--- config.mk ---
export PLATFORM = sky130hd
export DESIGN_NAME = i2s_dac_transmitter_flat
export DESIGN_NICKNAME = d
export VERILOG_FILES = /design/src/rtl/i2s_dac_transmitter_if.sv /design/src/rtl/i2s_dac_transmitter.sv /design/src/flat_wrapper.sv
export SDC_FILE = /design/constraint.sdc
export NUM_CORES = 1
export LEC_CHECK = 0
export BUFFER_PORTS_ARGS = -buffer_cell sky130_fd_sc_hd__buf_2
export CAP_MARGIN = 5
export CORE_ASPECT_RATIO = 1.5
export CORE_MARGIN = 3
export CORE_UTILIZATION = 40
export DETAILED_ROUTE_END_ITERATION = 12
export PLACE_DENSITY_LB_ADDON = 0.12
export SYNTH_ARGS = -nofsm -noshare
export SYNTH_HDL_FRONTEND = slang
export SYNTH_SLANG_ARGS = --single-unit
--- constraint.sdc ---
create_clock -name clk -period 10.95 [get_ports clk]
set_clock_uncertainty 0.05 [all_clocks]
set_input_delay 3.285 -clock clk [delete_from_list [all_inputs] [get_ports clk]]
set_output_delay 3.285 -clock clk [all_outputs]
set_load 0.005 [all_outputs]
--- src/rtl/i2s_dac_transmitter_if.sv ---
// PCM strobe input and I2S serial output bundle for i2s_dac_transmitter.
// master drives PCM and observes the serial side; slave is the transmitter.
interface i2s_dac_transmitter_if;
  localparam int unsigned SAMPLE_W = 24;

  logic                l_data_en;
  logic                r_data_en;
  logic [SAMPLE_W-1:0] l_data;
  logic [SAMPLE_W-1:0] r_data;
  logic                bclk;
  logic                lrclk;
  logic                s_data;
  logic                sample_req;

  modport master (
    output l_data_en, r_data_en, l_data, r_data,
    input  bclk, lrclk, s_data, sample_req
  );

  modport slave (
    input  l_data_en, r_data_en, l_data, r_data,
    output bclk, lrclk, s_data, sample_req
  );
endinterface

--- src/rtl/i2s_dac_transmitter.sv ---
// Buffered I2S master transmitter: stereo-pair FIFO, bclk/lrclk/s_data from clk division.
// Optional macro I2S_TX_TEST_PATTERN_EN: audio_test forces a fixed L/R pattern into every frame.
module i2s_dac_transmitter #(
  parameter int unsigned BCLK_DIV   = 4,
  parameter int unsigned FIFO_DEPTH = 4
) (
  input  logic                         clk,
  input  logic                         reset,
  input  logic                         run,
  input  logic                         clear_status,
  input  logic                         audio_test,
  i2s_dac_transmitter_if.slave         bus,
  output logic [$clog2(FIFO_DEPTH):0]  fifo_level,
  output logic                         overflow,
  output logic                         underrun
);
  localparam int unsigned SAMPLE_W = 24;
  localparam int unsigned AW       = $clog2(FIFO_DEPTH);
  localparam int unsigned LW       = AW + 1;
  localparam int unsigned DIV_W    = (BCLK_DIV > 1) ? $clog2(BCLK_DIV) : 1;
  localparam logic [DIV_W-1:0] DIV_LAST = DIV_W'(BCLK_DIV - 1);

  typedef struct packed {
    logic [SAMPLE_W-1:0] l;
    logic [SAMPLE_W-1:0] r;
  } pair_t;

  typedef enum logic [1:0] {IDLE, WAIT_FILL, STREAM} state_t;

  localparam pair_t ZERO_PAIR = '0;

  state_t              state_q, state_d;
  pair_t               mem [FIFO_DEPTH];
  logic [AW-1:0]       wr_ptr_q, rd_ptr_q;
  logic [LW-1:0]       count_q;
  logic [SAMPLE_W-1:0] l_hold_q;
  pair_t               cur_q;
  logic [5:0]          bit_cnt_q, bit_cnt_d;
  logic [DIV_W-1:0]    div_cnt_q, div_cnt_d;
  logic                bclk_q, bclk_d;
  logic                lrclk_q, lrclk_d;
  logic                s_data_q, s_data_d;
  logic                sample_req_q;
  logic                overflow_q, underrun_q;

  logic  pop_c, push_c, full_c, empty_c;
  logic  ovf_set_c, unf_set_c, frame_start_c;
  pair_t push_pair_c, head_c, frame_pair_c;

  // Slot layout: bit 0 is the I2S delay bit, bits 1..24 carry MSB..LSB, rest zero.
  function automatic logic slot_bit(input logic [5:0] b, input pair_t p);
    logic [4:0]          slot;
    logic [4:0]          idx;
    logic [SAMPLE_W-1:0] smp;
    slot = b[4:0];
    smp  = b[5] ? p.r : p.l;
    idx  = 5'd24 - slot;
    slot_bit = (slot != 5'd0 && slot <= 5'd24) ? smp[idx] : 1'b0;
  endfunction

  assign full_c      = (count_q == LW'(FIFO_DEPTH));
  assign empty_c     = (count_q == '0);
  assign head_c      = mem[rd_ptr_q];
  assign push_pair_c = '{l: (bus.l_data_en ? bus.l_data : l_hold_q), r: bus.r_data};

  // A push into a full FIFO only succeeds when a pop frees a slot in the same cycle.
  always_comb begin
    push_c    = run && bus.r_data_en && (!full_c || pop_c);
    ovf_set_c = run && bus.r_data_en && full_c && !pop_c;
  end

`ifdef I2S_TX_TEST_PATTERN_EN
  localparam pair_t TEST_PAIR = '{l: 24'hA50F3C, r: 24'h5AF0C3};
  always_comb frame_pair_c = audio_test ? TEST_PAIR : (pop_c ? head_c : ZERO_PAIR);
`else
  logic unused_audio_test;
  assign unused_audio_test = audio_test;
  always_comb frame_pair_c = pop_c ? head_c : ZERO_PAIR;
`endif

  // Next state, bit/divider counters and serial outputs.
  always_comb begin
    state_d       = state_q;
    bit_cnt_d     = bit_cnt_q;
    div_cnt_d     = div_cnt_q;
    bclk_d        = bclk_q;
    lrclk_d       = lrclk_q;
    s_data_d      = s_data_q;
    pop_c         = 1'b0;
    unf_set_c     = 1'b0;
    frame_start_c = 1'b0;

    unique case (state_q)
      IDLE: begin
        bit_cnt_d = '0;
        div_cnt_d = '0;
        bclk_d    = 1'b0;
        lrclk_d   = 1'b0;
        s_data_d  = 1'b0;
        if (run) state_d = WAIT_FILL;
      end
      WAIT_FILL: begin
        bit_cnt_d = '0;
        div_cnt_d = '0;
        bclk_d    = 1'b0;
        lrclk_d   = 1'b0;
        s_data_d  = 1'b0;
        if (!run) begin
          state_d = IDLE;
        end else if (!empty_c) begin
          state_d       = STREAM;
          pop_c         = 1'b1;
          frame_start_c = 1'b1;
        end
      end
      STREAM: begin
        if (!run) begin
          state_d   = IDLE;
          bit_cnt_d = '0;
          div_cnt_d = '0;
          bclk_d    = 1'b0;
          lrclk_d   = 1'b0;
          s_data_d  = 1'b0;
        end else begin
          div_cnt_d = div_cnt_q + DIV_W'(1);
          if (div_cnt_q == DIV_LAST) begin
            div_cnt_d = '0;
            bclk_d    = !bclk_q;
            // Falling bclk: advance the bit and present the next data bit.
            if (bclk_q) begin
              bit_cnt_d = bit_cnt_q + 6'd1;
              lrclk_d   = bit_cnt_d[5];
              s_data_d  = slot_bit(bit_cnt_d, cur_q);
              if (bit_cnt_q == 6'd63) begin
                frame_start_c = 1'b1;
                if (!empty_c) pop_c = 1'b1;
                else          unf_set_c = 1'b1;
              end
            end
          end
        end
      end
      default: state_d = IDLE;
    endcase
  end

  // State, counters, FIFO bookkeeping and sticky status.
  always_ff @(posedge clk) begin
    if (reset) begin
      state_q      <= IDLE;
      bit_cnt_q    <= '0;
      div_cnt_q    <= '0;
      bclk_q       <= 1'b0;
      lrclk_q      <= 1'b0;
      s_data_q     <= 1'b0;
      sample_req_q <= 1'b0;
      cur_q        <= ZERO_PAIR;
      l_hold_q     <= '0;
      wr_ptr_q     <= '0;
      rd_ptr_q     <= '0;
      count_q      <= '0;
      overflow_q   <= 1'b0;
      underrun_q   <= 1'b0;
    end else begin
      state_q      <= state_d;
      bit_cnt_q    <= bit_cnt_d;
      div_cnt_q    <= div_cnt_d;
      bclk_q       <= bclk_d;
      lrclk_q      <= lrclk_d;
      s_data_q     <= s_data_d;
      sample_req_q <= pop_c;
      if (frame_start_c) cur_q <= frame_pair_c;
      if (bus.l_data_en) l_hold_q <= bus.l_data;
      if (!run) begin
        wr_ptr_q <= '0;
        rd_ptr_q <= '0;
        count_q  <= '0;
      end else begin
        if (push_c) wr_ptr_q <= wr_ptr_q + AW'(1);
        if (pop_c)  rd_ptr_q <= rd_ptr_q + AW'(1);
        count_q <= count_q + LW'(push_c) - LW'(pop_c);
      end
      overflow_q <= ovf_set_c | (overflow_q & ~clear_status);
      underrun_q <= unf_set_c | (underrun_q & ~clear_status);
    end
  end

  // FIFO storage needs no reset; occupancy is tracked by the pointers.
  always_ff @(posedge clk) begin
    if (push_c) mem[wr_ptr_q] <= push_pair_c;
  end

  assign bus.bclk       = bclk_q;
  assign bus.lrclk      = lrclk_q;
  assign bus.s_data     = s_data_q;
  assign bus.sample_req = sample_req_q;
  assign fifo_level     = count_q;
  assign overflow       = overflow_q;
  assign underrun       = underrun_q;
endmodule

--- src/flat_wrapper.sv ---
// flat-port wrapper written by rule: the top's interface ports become plain ports
module i2s_dac_transmitter_flat 
#(
  parameter int unsigned BCLK_DIV   = 4,
  parameter int unsigned FIFO_DEPTH = 4
)
  (clk, reset, run, clear_status, audio_test, fifo_level, overflow, underrun, bus_l_data_en, bus_r_data_en, bus_l_data, bus_r_data, bus_bclk, bus_lrclk, bus_s_data, bus_sample_req);
  i2s_dac_transmitter_if bus_i ();
  input  logic clk;
  input  logic reset;
  input  logic run;
  input  logic clear_status;
  input  logic audio_test;
  output logic [$clog2(FIFO_DEPTH):0] fifo_level;
  output logic overflow;
  output logic underrun;
  input wire logic [$bits(bus_i.l_data_en)-1:0] bus_l_data_en;
  input wire logic [$bits(bus_i.r_data_en)-1:0] bus_r_data_en;
  input wire logic [$bits(bus_i.l_data)-1:0] bus_l_data;
  input wire logic [$bits(bus_i.r_data)-1:0] bus_r_data;
  output wire logic [$bits(bus_i.bclk)-1:0] bus_bclk;
  output wire logic [$bits(bus_i.lrclk)-1:0] bus_lrclk;
  output wire logic [$bits(bus_i.s_data)-1:0] bus_s_data;
  output wire logic [$bits(bus_i.sample_req)-1:0] bus_sample_req;
  assign bus_i.l_data_en = bus_l_data_en;
  assign bus_i.r_data_en = bus_r_data_en;
  assign bus_i.l_data = bus_l_data;
  assign bus_i.r_data = bus_r_data;
  assign bus_bclk = bus_i.bclk;
  assign bus_lrclk = bus_i.lrclk;
  assign bus_s_data = bus_i.s_data;
  assign bus_sample_req = bus_i.sample_req;
  i2s_dac_transmitter #(.BCLK_DIV(BCLK_DIV), .FIFO_DEPTH(FIFO_DEPTH)) u_core (.clk(clk), .reset(reset), .run(run), .clear_status(clear_status), .audio_test(audio_test), .bus(bus_i), .fifo_level(fifo_level), .overflow(overflow), .underrun(underrun));
endmodule
==> flow_summary.yaml <==
status:
  outcome: "finished clean"
sta:
  fmax_mhz: 180
  tns_ps: 0
  rsz0062_at_grt: "no"
  slew_violations: 0
  hold_viol: 0
  setup_viol: 0
  period_needed_ps: 5560
  tightest_slew_ps: 1040
  maxSlewHeadroom_pct: 30.4
  finalCritPeriodShare_pct: 50.8
power_and_ir_drop:
  power.density_nw_per_um2: 167
  power_leakage_uw: 0.00436
  peakVddDrop_mv: 0.134
global_routing:
  grt_overflow: 0
  grt_pass1_wl_mm: 37.2
  antenna_found_initial: 0
  grt_pass1_vias: 6497
  grt_max_degree: 50
  grtUsageTotal_pct: 15.7
logic_synthesis:
  syn_avg_cell_area_sq_um: 16.3
  ys_ff_latch: 288
  synth-async-reset-ratio_pct: 0
  synth_cell_types: 73
  synth_nets: 767
  yosysWarnings: 0
  syn_inst: 699
  synthFlopType: "edfxtp_1"
  synthesis.area_sq_um: 11400
  synth_edf_count: 192
  yosysSeqAreaShare_pct: 67.3
floorplan:
  die_w_um: 144
  initial_utilization_pct: 40.7
  core_area_sq_um: 28100
  rows: 75
  design.die.area_sq_um: 30600
  die_height_um: 213
  num_io_pins: 64
cells_and_area:
  final_cells: 1121
  antenna_cells: 0
  area_growth_pct: 12.3
  seqCellArea_sq_um: 7690
  final_cell_mix: "edfxtp_1, dfxtp_1, buf_2"
  final_common_cell: "edfxtp_1"
  drive_gt1_share_pct: 26.6
  layout.nets: 822
  fin_area_sq_um: 12800
  multi_input_area_sq_um: 3440
  fill_cells: 2465
place:
  dp_cells: 1071
  numPortBuffers: 62
  gp_congestion: 0.800
  dp_hpwl_mm: 14.3
  postPlaceCellArea_sq_um: 12000
setup_path:
  critPathTopFamily: "simple AND/OR/NAND/NOR gates"
  slowest_delay_ps: 570
  worstPathRequired_ps: 11070
  critPathSlowestCell: "and2_2"
  cp_max_fo: 31
  crit_type: "input pin to register"
  cp-start-kind: "input pin"
  crit_buf_inv: 2
  worstPathArrival_ps: 5680
  endpoint_kind: "register"
  cp_cell_sequence: "buf_2, nand2_2, nor4_4, o21ai_1, a31oi_4, and2_2, buf_4"
clock_network:
  cts-root-buf: "clkbuf_16"
  cts_setup_buffers: 0
  cts_sinks: 288
  cts.repair.resized: 0
  cts_buffers: 27
  hold_buffers: 0
  cts_tree: "done"
  clkLatencyLatePin_ps: 530
  htreeDepth: 1
  clk_path_buf_depth: 3
  path_clk_slew_ps: 60
run:
  maxCapViolCount: 0
drt:
  ant_nets: 0
  drtIter0Drc: 280
  drt_first_pass_iters: 5
  drt_wl_total_mm: 23.4
  drc_errors: 0
  routedWlPerCell_um: 20.8
  routed-via-count: 6090
  viasPerCell: 5.43
worst_hold_path:
  hold_class: "register to register"
## power breakdown
part	switching (uW)	total [uW]	internal, uW
clock network	386	888	502
logic	40.0	69.5	29.4
registers	4.76	1180	1180
## per-layer routing
layer	part of all wire (%)	routed length (um)	up-vias	track usage (%)
li1	-	-	2846	-
met1	40	9440	3112	19.2
met2	54	12600	102	28.3
met3	3.2	758	30	2.15
met4	2.5	591	0	5.10
met5	0	0	-	0
## logic make-up (layout without fill, tap and decap cells)
group,Yosys count,after routing,synth area share [%]
AO/OA/AOI/OAI,121,121,8.35
XOR/XNOR,8,8,0.614
AND/OR/NAND/NOR,124,124,6.38
adder cells (fa/ha/maj),13,13,1.49
multiplexers,85,85,13.2
buffers and inverters,60,136,2.67
flip-flops,288,288,67.3
## per-stage QoR
stage | utilization [%] | setup slack [ps] | power [uW] | hold WS [ps]
3_3_place_gp | 42.7 | 4860 | 1270 | 410
6_report | 45.7 | 5390 | 2140 | 430
5_1_grt | 45.7 | 5210 | 2220 | 451
2_1_floorplan | - | 5240 | 1250 | 387
3_5_place_dp | 42.7 | 4760 | 1280 | 417
4_1_cts | 45.7 | 5350 | 2180 | 432
## path summary, 6_finish.rpt
path,from,end,slack (ps),cells past startpoint
hold / removal,u_core.cur_q[42]$_SDFFE_PP0P_,u_core.cur_q[42]$_SDFFE_PP0P_,430,1
setup reg to reg,u_core.bit_cnt_q[0]$_SDFFE_PP0P_,u_core.mem[0][12]$_DFFE_PP_,7300,8
hold reg to reg,u_core.cur_q[42]$_SDFFE_PP0P_,u_core.cur_q[42]$_SDFFE_PP0P_,430,1
setup / recovery,run,u_core.mem[0][12]$_DFFE_PP_,5390,7
## state kept, by name, summed over array words and instances (netlist names), 2 cells and up, named ones only
signal / count
u_core.mem: 192
u_core.cur_q: 48
u_core.l_hold_q: 24
u_core.bit_cnt_q: 5
u_core.fifo_level: 3
u_core.div_cnt_q: 2
u_core.rd_ptr_q: 2
u_core.state_q: 2
u_core.wr_ptr_q: 2
## worst reg2reg max path, delay by kind of cell, from the launching register on
| family | cells | cell delay, ps |
|---|---|---|
| AOI/OAI and AO/OA | 2 | 490 |
| DFF | 1 | 300 |
| and+or+nand+nor | 3 | 1180 |
| adders and majority gates | 1 | 400 |
| buffers and inverters | 2 | 830 |
## cells in the mapped netlist, drive strengths merged (3+ instances only)
library cell	number	area share, %
nor4	3	0.30
nand2	19	0.69
dfxtp	96	17
mux2	27	2.7
mux2i	9	0.79
and3	4	0.31
or3	5	0.27
nor3b	3	0.20
nand2b	6	0.33
clkbuf	19	0.62
nor2	24	0.79
o21ai	16	0.80
edfxtp	192	51
a22oi	3	0.20
nor2b	27	1.5
ha	12	1.3
a21oi	19	0.83
xnor2	4	0.31
nor3	6	0.26
a31oi	4	0.35
inv	17	0.56
mux4	49	9.7
a211oi	4	0.26
xor2	4	0.31
a22o	48	3.7
and2	7	0.39
a311oi	4	0.31
buf	24	1.5
nand3	9	0.55
## final cells by class
type                       count  share of cell area, %
sequential                   288                   60.0
tap                          346                   3.38
multi-input combinational    351                   26.8
inverter                      17                  0.498
timing repair buffer          69                   2.83
clock inverter                15                  0.976
clock buffer                  35                   5.50
Power figures use the tool's default switching activity.
